[config.mk]
export PLATFORM = sky130hd
export DESIGN_NAME = reg_demux_file
export DESIGN_NICKNAME = d
export VERILOG_FILES = /design/src/rtl/reg_demux_file.sv
export SDC_FILE = /design/constraint.sdc
export NUM_CORES = 1
export LEC_CHECK = 0
export ABC_AREA = 1
export CAP_MARGIN = 10
export CORE_UTILIZATION = 60
export CTS_BUF_LIST = sky130_fd_sc_hd__clkbuf_16
export DETAILED_ROUTE_END_ITERATION = 12
export PLACE_DENSITY_LB_ADDON = 0.1
export SETUP_SLACK_MARGIN = 0.2
export SLEW_MARGIN = 20
export SYNTH_ARGS = -nofsm -noshare
export SYNTH_HDL_FRONTEND = slang
export SYNTH_SLANG_ARGS = --single-unit
[constraint.sdc]
create_clock -name Clk -period 3.7 [get_ports Clk]
set_input_delay 0.925 -clock Clk [delete_from_list [all_inputs] [get_ports Clk]]
set_output_delay 0.925 -clock Clk [all_outputs]
set_load 0.03 [all_outputs]
[src/rtl/reg_demux_file.sv]
// Register file with a one-entry staging register: captures a write at edge N, commits it to the array at N+1.
// Reads forward from staging, so a write is visible 0 cycles after capture; no backpressure, one write per cycle.
module reg_demux_file #(
    parameter int width = 16,
    parameter int NREG  = 8,
    parameter int SELW  = 3
) (
    input  logic              Clk,
    input  logic              Reset_n,
    input  logic [width-1:0]  In,
    input  logic [SELW-1:0]   DR,
    input  logic              LD_REG,
    input  logic [SELW-1:0]   SR1,
    input  logic [SELW-1:0]   SR2,
    output logic [width-1:0]  SR1_OUT,
    output logic [width-1:0]  SR2_OUT,
    output logic [NREG-1:0]   LD_ONEHOT,
    output logic              STAGE_VALID
);

    logic [width-1:0] r_q [NREG];
    logic [width-1:0] r_d [NREG];
    logic [width-1:0] stg_data_q, stg_data_d;
    logic [SELW-1:0]  stg_dr_q, stg_dr_d;
    logic             stg_v_q, stg_v_d;

    always_comb begin
        LD_ONEHOT = '0;
        if (stg_v_q) begin
            LD_ONEHOT = NREG'(1) << stg_dr_q;
        end
    end

    // Commit the staged write through the one-hot decode while capturing the next one.
    always_comb begin
        for (int i = 0; i < NREG; i++) begin
            r_d[i] = r_q[i];
            if (LD_ONEHOT[i]) begin
                r_d[i] = stg_data_q;
            end
        end
        stg_v_d    = LD_REG;
        stg_data_d = stg_data_q;
        stg_dr_d   = stg_dr_q;
        if (LD_REG) begin
            stg_data_d = In;
            stg_dr_d   = DR;
        end
    end

    always_ff @(posedge Clk or negedge Reset_n) begin
        if (!Reset_n) begin
            for (int i = 0; i < NREG; i++) begin
                r_q[i] <= '0;
            end
            stg_data_q <= '0;
            stg_dr_q   <= '0;
            stg_v_q    <= 1'b0;
        end else begin
            for (int i = 0; i < NREG; i++) begin
                r_q[i] <= r_d[i];
            end
            stg_data_q <= stg_data_d;
            stg_dr_q   <= stg_dr_d;
            stg_v_q    <= stg_v_d;
        end
    end

    // Staging holds the newest value for its register, so it wins over the array.
    always_comb begin
        SR1_OUT = r_q[SR1];
        SR2_OUT = r_q[SR2];
        if (stg_v_q && (stg_dr_q == SR1)) begin
            SR1_OUT = stg_data_q;
        end
        if (stg_v_q && (stg_dr_q == SR2)) begin
            SR2_OUT = stg_data_q;
        end
    end

    assign STAGE_VALID = stg_v_q;

endmodule

# After elaboration in Yosys (flattened, before gate mapping)
# Index checks and enable logic that the tools add are counted.
# Widths: inputs -> output; s select.
[totals]
reg_bits = 148
latchBits = 0
ramBits = 0
mem_bits_ro = 0
in_bits = 28
out_inout_bits = 41
elab_cells = 29
memories = 0
[op_classes]
add_sub_neg = 0
multipliers = 0
div_mod_pow = 0
magnitude_cmp = 2
n_eq_ne = 2
n_shift = 1
n_mux = 9
bitwise_logic = 2
reduce_logical = 2
[op_table]
columns = ["op", "count"]
rows = [
  ["$bmux 16 s3", 2],
  ["$mux 16", 6],
  ["$ge 4x4->1 const B", 2],
  ["$mux 8", 1],
  ["$not 3->4", 2],
  ["$shl 1x3->8 const A", 1],
  ["$eq 3x3->1", 2],
  ["$logic_and 1x1->1", 2],
]

# Longest topological paths before layout
# Gate-level depths: netlist of the first run.
[depth]
word_depth = 5
depth_mapped = 9

# Least setup slack after synthesis of the first run
# OpenSTA, ideal clock, no wires.
[synth_timing]
path_type = "in2out"
startpoint = "input SR1[2]"
endpoint = "output SR1_OUT[0]"
arrival_ps = 1956
t_required_ps = 2775
path_slack_ps = 819
cell_stages = 8
path_buffers = 2
path_cell_list = "buf_4 inv_2 nand2_1 nand2_1 nor2_4 buf_2 nand3_1 nand2_1"
[synth_between]
elab_chain_len = 5
elab_cells_between_ends = 7
cone_classes = "1 x eq/ne; 4 x mux; 1 x bitwise; 1 x reduce/logical"
[synth_rtl]
columns = ["item", "line_no", "source"]
rows = [
  ["from (decl)", "13", "input logic [SELW-1:0] SR1,"],
  ["$not 3->4 (not written as such)", "71", "SR1_OUT = r_q[SR1];"],
  ["$bmux 16 s3", "71", ""],
  ["$mux 16 (not written as such) (2 in a row)", "71", ""],
  ["$mux 16 *", "73", "if (stg_v_q && (stg_dr_q == SR1)) begin"],
  ["to (decl)", "15", "output logic [width-1:0] SR1_OUT,"],
]
# Every way passes the cells marked *; elsewhere a longest branch is shown, timed or not. The select of a mux whose other input is x is not followed.

# Final worst setup path of the first run
[layout_timing]
startpoint = "input SR1[1]"
endpoint = "output SR1_OUT[13]"
# The elaborated chain is that of the path after synthesis.

==> flow_summary.ini, run 1 <==
[logic_synthesis]
yosys.area.top_type = dfrtp_1
synth_sequential_area_ratio = 0.4331
synthDistinctLibCells = 17
synth_cells = 1267
synth_warnings = 0
ys_ff_latch = 148
syn_avg_cell_area_sq_um = 6.750
syn-num-nets = 1295
synthTopCellsByArea = dfrtp_1 43%, nand2_1 20%, nand3_1 15%
synth.cell_area_sq_um = 8552
synth_top_area_share = 0.4331

[route]
vias_per_cell = 5.850
ant_nets = 0
drtIter0Drc = 1287
drt_wl_total_um = 27370
dr.pass1.iters = 6
drc = 0
vias = 8857
wl_per_cell_um = 18.07

[worst_setup_path]
rr_worst_depth = 6
path_cells = clkdlybuf4s50_1, inv_2, buf_4, nand3_1, nand3_1, nand3_1, nand2_1, buf_4
crit_type = input pin to primary output
reg2reg_slack_ns = 2.09
cp.arrival_ns = 2.56
cp-end-kind = primary output
crit_required_ns = 2.77
slowest_delay_ns = 0.47
worstReg2RegEnd = r_q[110]$_DFFE_PN0P_
worst_setup_path_start_kind = input pin
path_common_cell = nand3_1
timing.rr.start = STAGE_VALID$_DFF_PN0_
crit_slowest_cell = clkdlybuf4s50_1
cp_max_fo = 20

[final_layout]
area_growth_pct = 16.04
fillers = 1175
final_nets = 1349
antenna_cells = 0
layout-drive-gt1-share = 0.09520

[global_route]
grt_pass1_wl_um = 43890
track_usage = 0.3963
grt_pass1_vias = 8317
antenna_found_initial = 0
grt_max_degree = 78
grt-ovfl-total = 0

[cts]
cts_tree = built
clkLatencyLatePin_ns = 0.43
path_clk_slew_ns = 0.06
htreeDepth = 4
cts_max_path_buffers = 2
cts.sinks = 148
cts_buffers = 17
hold_buffers = 0
cts-root-buf = clkbuf_16

[floorplanning]
dieHeight_um = 121.4
ios = 69
rows = 43
die_area_sq_um = 14730
die_w_um = 121.4
core_region_area_sq_um = 13880
floorplan.initialDensity = 0.6161

[pwr]
worst_ir_drop_vdd_uv = 402.0
leakagePower_uw = 0.005263
p_per_area_nw_per_um2 = 560.7

[sta]
tns_ns = 0
fmax_ghz = 0.2873
skew_ns = 0.006832
period_minus_slack_ns = 3.481
drv_slew = 0
relSlewSlack = 0.4924
tightestPinTransition_ns = 0.7615
rsz0062_at_grt = false
fin_ws_ns = 0.2189
report.final.setup_viol = 0
hold_violations = 0
period_share = 0.9408

[hold_path]
min_to = r_q[119]$_DFFE_PN0P_
min_path_cells = 2
holdCritPathClass = register to register
worstHoldStart = r_q[119]$_DFFE_PN0P_

[flow_run]
maxCapViolations = 0

[placement]
dp_hpwl_um = 17750
portBuffers = 68
routabilityCongestion = 0.9419
place_ws_ns = 0.00009237

[run_status]
status = completed
-- cells by family (layout without fill, tap and decap cells) --
family,after synthesis,after routing,synth area share
and+or+nand+nor,732,732,0.3668
buffers and inverters,240,307,0.1141
DFF,148,148,0.4331
AOI/OAI and AO/OA,147,147,0.08603
-- where the power goes --
part | internal (uW) | leakage [uW] | switching (uW)
Sequential | 2040 | 0.00188 | 244
Combinational | 593 | 0.00312 | 1120
Clock | 902 | 0.000268 | 664
Total | 3530 | 0.00526 | 2030
-- placed cells by master (no fill, tap or decap) --
| cell | netlist | routed |
|---|---|---|
| clkinv_4 | 0 | 1 |
| dlygate4sd2_1 | 0 | 2 |
| clkinvlp_4 | 0 | 1 |
| buf_6 | 2 | 1 |
| nand2_8 | 0 | 1 |
| dfrtp_1 | 148 | 148 |
| clkdlybuf4s50_1 | 0 | 31 |
| inv_2 | 6 | 8 |
| buf_4 | 4 | 78 |
| nand3_1 | 250 | 249 |
| buf_2 | 36 | 2 |
| buf_12 | 0 | 2 |
| clkinv_2 | 0 | 3 |
| o21ai_1 | 4 | 4 |
| nor2_2 | 0 | 1 |
| bufinv_16 | 0 | 1 |
| dlymetal6s2s_1 | 0 | 1 |
| nand2_1 | 466 | 466 |
| nand3_2 | 3 | 4 |
| clkbuf_16 | 0 | 17 |
| o21ai_0 | 143 | 143 |
| clkinv_1 | 0 | 5 |
| nand2_4 | 2 | 1 |
| nor3_4 | 1 | 1 |
| nor2_4 | 4 | 4 |
| inv_6 | 0 | 1 |
| nor2_1 | 6 | 5 |
| inv_1 | 152 | 153 |
-- metal layers --
metal / vias to the layer above / track usage / routed length [um]
li1: 4103 / - / -
met1: 4085 / 0.5411 / 11200
met2: 591 / 0.5774 / 12070
met3: 78 / 0.1156 / 3155
met4: 0 / 0.1844 / 933
met5: - / 0 / 0
-- registers in the layout, indices dropped and copies added, names as in the netlist --
| name | flops |
|---|---|
| stg_data_q | 16 |
| STAGE_VALID | 1 |
| stg_dr_q | 3 |
| r_q | 128 |
-- worst max path at each step --
stage,end,start,slack (ns),cells past startpoint
after CTS,SR1_OUT[15],SR1[2],0.23,10
final,SR1_OUT[13],SR1[1],0.22,8
after global routing,SR1_OUT[1],SR1[1],0.20,10
after floorplan,SR1_OUT[0],SR1[2],0.82,8
after detailed placement,SR1_OUT[8],SR1[2],0.00009,8
after global placement,SR1_OUT[8],SR1[2],0.02,8
-- cell type report --
| cell class | count | area [sq um] | area share |
|---|---|---|---|
| multi-input combinational | 879 | 3889 | 0.3919 |
| sequential | 148 | 3704 | 0.3732 |
| tap | 180 | 225.2 | 0.02270 |
| clock buffer | 17 | 425.4 | 0.04287 |
| timing repair buffer | 117 | 987.2 | 0.09948 |
| inverter | 158 | 593.1 | 0.05977 |
| clock inverter | 15 | 100.1 | 0.01009 |
-- critical path, delay by kind of cell --
kind,cells,cell delay [ns]
buffers and inverters,4,1.11
AND/OR/NAND/NOR,4,0.51
-- cells in the mapped netlist (all sizes together) --
master and instances:
inv 158, nand2 468, clkbuf 36, nor3 1
o21ai 147, buf 46, nand3 253, dfrtp 148
nor2 10
-- metrics by stage --
step                      utilization  hold slack [ns]  cell area (sq um)  power, uW  cells
final                          0.7149           0.4833               9923       5564   1514
after global routing           0.7149           0.5098               9923       5927   1514
after CTS                      0.7135           0.4869               9905       5537   1514
after detailed placement       0.6753           0.4729               9374       3974   1481
after global placement         0.6753           0.4661               9374       3924   1481
after floorplan                     -           0.4530               8552       3422   1267
-- timing repair --
action	in CTS	in global routing
endpoints found under the setup margin	17	20
pin swaps	1	0
buffers inserted	1	0
gates resized for setup	2	4
(Power assumes the default switching activity.)
==> run 2, diff against run 1 <==
- PLACE_DENSITY_LB_ADDON: 0.1 -> 0.08
==> flow_summary.ini, run 2 (synthesized netlist as in run 1, its figures left out) <==
[pwr]
leakagePower_uw = 0.005352
worst_ir_drop_vdd_uv = 434.2
p_clk_frac = 0.290
seq_power_share = 0.403
p_int_uw = 3600
swShare = 0.3642
pwr-share-comb = 0.307
p_per_area_nw_per_um2 = 563.7
power.switching_uw = 2062

[floorplanning]
core_region_area_sq_um = 13880
dieHeight_um = 121.4
die_area_sq_um = 14730
rows = 43
die_w_um = 121.4
floorplan.initialDensity = 0.6161
ios = 69

[final_layout]
largest_register_ffs = 128
reg_top3 = r_q x128, stg_data_q x16, stg_dr_q x3
final_nets = 1361
top_register = r_q
layout-drive-gt1-share = 0.1033
area_growth_pct = 17.44
final_cell_mix = 466 x nand2_1, 250 x nand3_1, 154 x inv_1, 148 x dfrtp_1, 143 x o21ai_0
antenna_cells = 0
finish.instance_area_sq_um = 10040
final_common_cell = nand2_1

[route]
drtIter0Drc = 1393
drt_wl_total_um = 28630
wl_per_cell_um = 18.76
vias_per_cell = 5.942
dr.pass1.iters = 8
ant_nets = 0
drc = 0
vias = 9068

[cts]
path_clk_slew_ns = 0.06
cts-root-buf = clkbuf_16
cts_max_path_buffers = 2
cts_buffers = 17
htreeDepth = 4
cts_tree = built
cts.sinks = 148
clkLatencyLatePin_ns = 0.43

[global_route]
met3_usage = 0.1255
antenna_found_initial = 0
grt_pass1_vias = 8231
busiest_layer = met2
grt_util_met1 = 0.5421
grt_pass1_wl_um = 44390
use_met2 = 0.6001
grt_max_degree = 69
track_usage = 0.4068
grt-ovfl-total = 0

[sta]
report.final.setup_viol = 0
skew_ns = 0.005673
holdWs_ns = 0.4658
period_minus_slack_ns = 3.439
tightestPinTransition_ns = 0.6692
hold_violations = 0
period_share = 0.9295
drv_slew = 0
fmax_ghz = 0.2908
rsz0062_at_grt = false
relSlewSlack = 0.5538

[hold_path]
holdCritPathClass = input pin to async pin

[placement]
postPlaceCellArea_sq_um = 9534
portBuffers = 68
routabilityCongestion = 0.9275
dp_hpwl_um = 18220

[worst_setup_path]
path_cells = clkdlybuf4s50_1, inv_2, nand2_1, nand2_1, nor2_4, buf_4, nand3_1, nand2_1, clkdlybuf4s15_1
slowest_delay_ns = 0.52
path_common_cell = nand2_1
crit_type = input pin to primary output
cp.arrival_ns = 2.51
crit_slowest_cell = clkdlybuf4s50_1
crit_required_ns = 2.77
worst_setup_path_start_kind = input pin
cp_max_fo = 4
cp-end-kind = primary output

[run_status]
status = completed

[flow_run]
maxCapViolations = 0
## run 2: stage by stage
stage / power, uW / util / worst slack, ns / cells / TNS (ns)
6_report: 5662 / 0.7235 / 0.2610 / 1526 / 0
5_1_grt: 5990 / 0.7235 / 0.2030 / 1526 / 0
4_1_cts: 5630 / 0.7257 / 0.1062 / 1526 / 0
3_5_place_dp: 4003 / 0.6869 / -0.1833 / 1494 / -2.315
3_3_place_gp: 3948 / 0.6869 / -0.1213 / 1494 / -1.557
2_1_floorplan: 3422 / - / 0.8191 / 1267 / 0
## run 2: power by group through the flow
stage / Combinational [uW] / Clock (uW) / Sequential, uW
finish: 1740 / 1640 / 2280
global route: 1940 / 1720 / 2320
CTS: 1710 / 1650 / 2270
detailed placement: 1710 / 0 / 2290
global placement: 1670 / 0 / 2280
floorplan: 1190 / 0 / 2230
## run 2: final timing paths
check | to | slack (ns) | cells after the start | from
hold / removal | r_q[20]$_DFFE_PN0P_ | 0.47 | 1 | Reset_n
hold reg to reg | r_q[38]$_DFFE_PN0P_ | 0.48 | 2 | r_q[38]$_DFFE_PN0P_
max in group asynchronous | r_q[91]$_DFFE_PN0P_ | 2.34 | 2 | Reset_n
setup / recovery | SR2_OUT[0] | 0.26 | 9 | SR2[2]
min in group Clk | r_q[38]$_DFFE_PN0P_ | 0.48 | 2 | r_q[38]$_DFFE_PN0P_
setup reg to reg | r_q[79]$_DFFE_PN0P_ | 2.03 | 6 | STAGE_VALID$_DFF_PN0_
## run 2: repair_timing
item / CTS / global route
resized for setup: 18 / 36
buffers inserted: 0 / 0
pin swaps: 0 / 2
setup endpoints to repair: 22 / 23
hold buffers: 0 / 0
## run 2: worst max-delay path, delay by kind of cell
kind	cells	cell delay [ns]
buf+inv	4	1.13
simple gates	5	0.46
## run 2: routing by layer
metal  vias up  part of all wire
li1       4130                 -
met2       662              0.44
met4         0             0.039
met5         -                 0
met1      4158              0.38
met3       118              0.14
## run 2: layout make-up
type / instances / area [sq um]
Inverter: 158 / 593.1
Timing Repair Buffer: 129 / 1086
Multi-Input combinational cell: 879 / 3884
Clock inverter: 15 / 126.4
Sequential cell: 148 / 3704
Fill cell: 1149 / 3837
Clock buffer: 17 / 425.4
Tap cell: 180 / 225.2
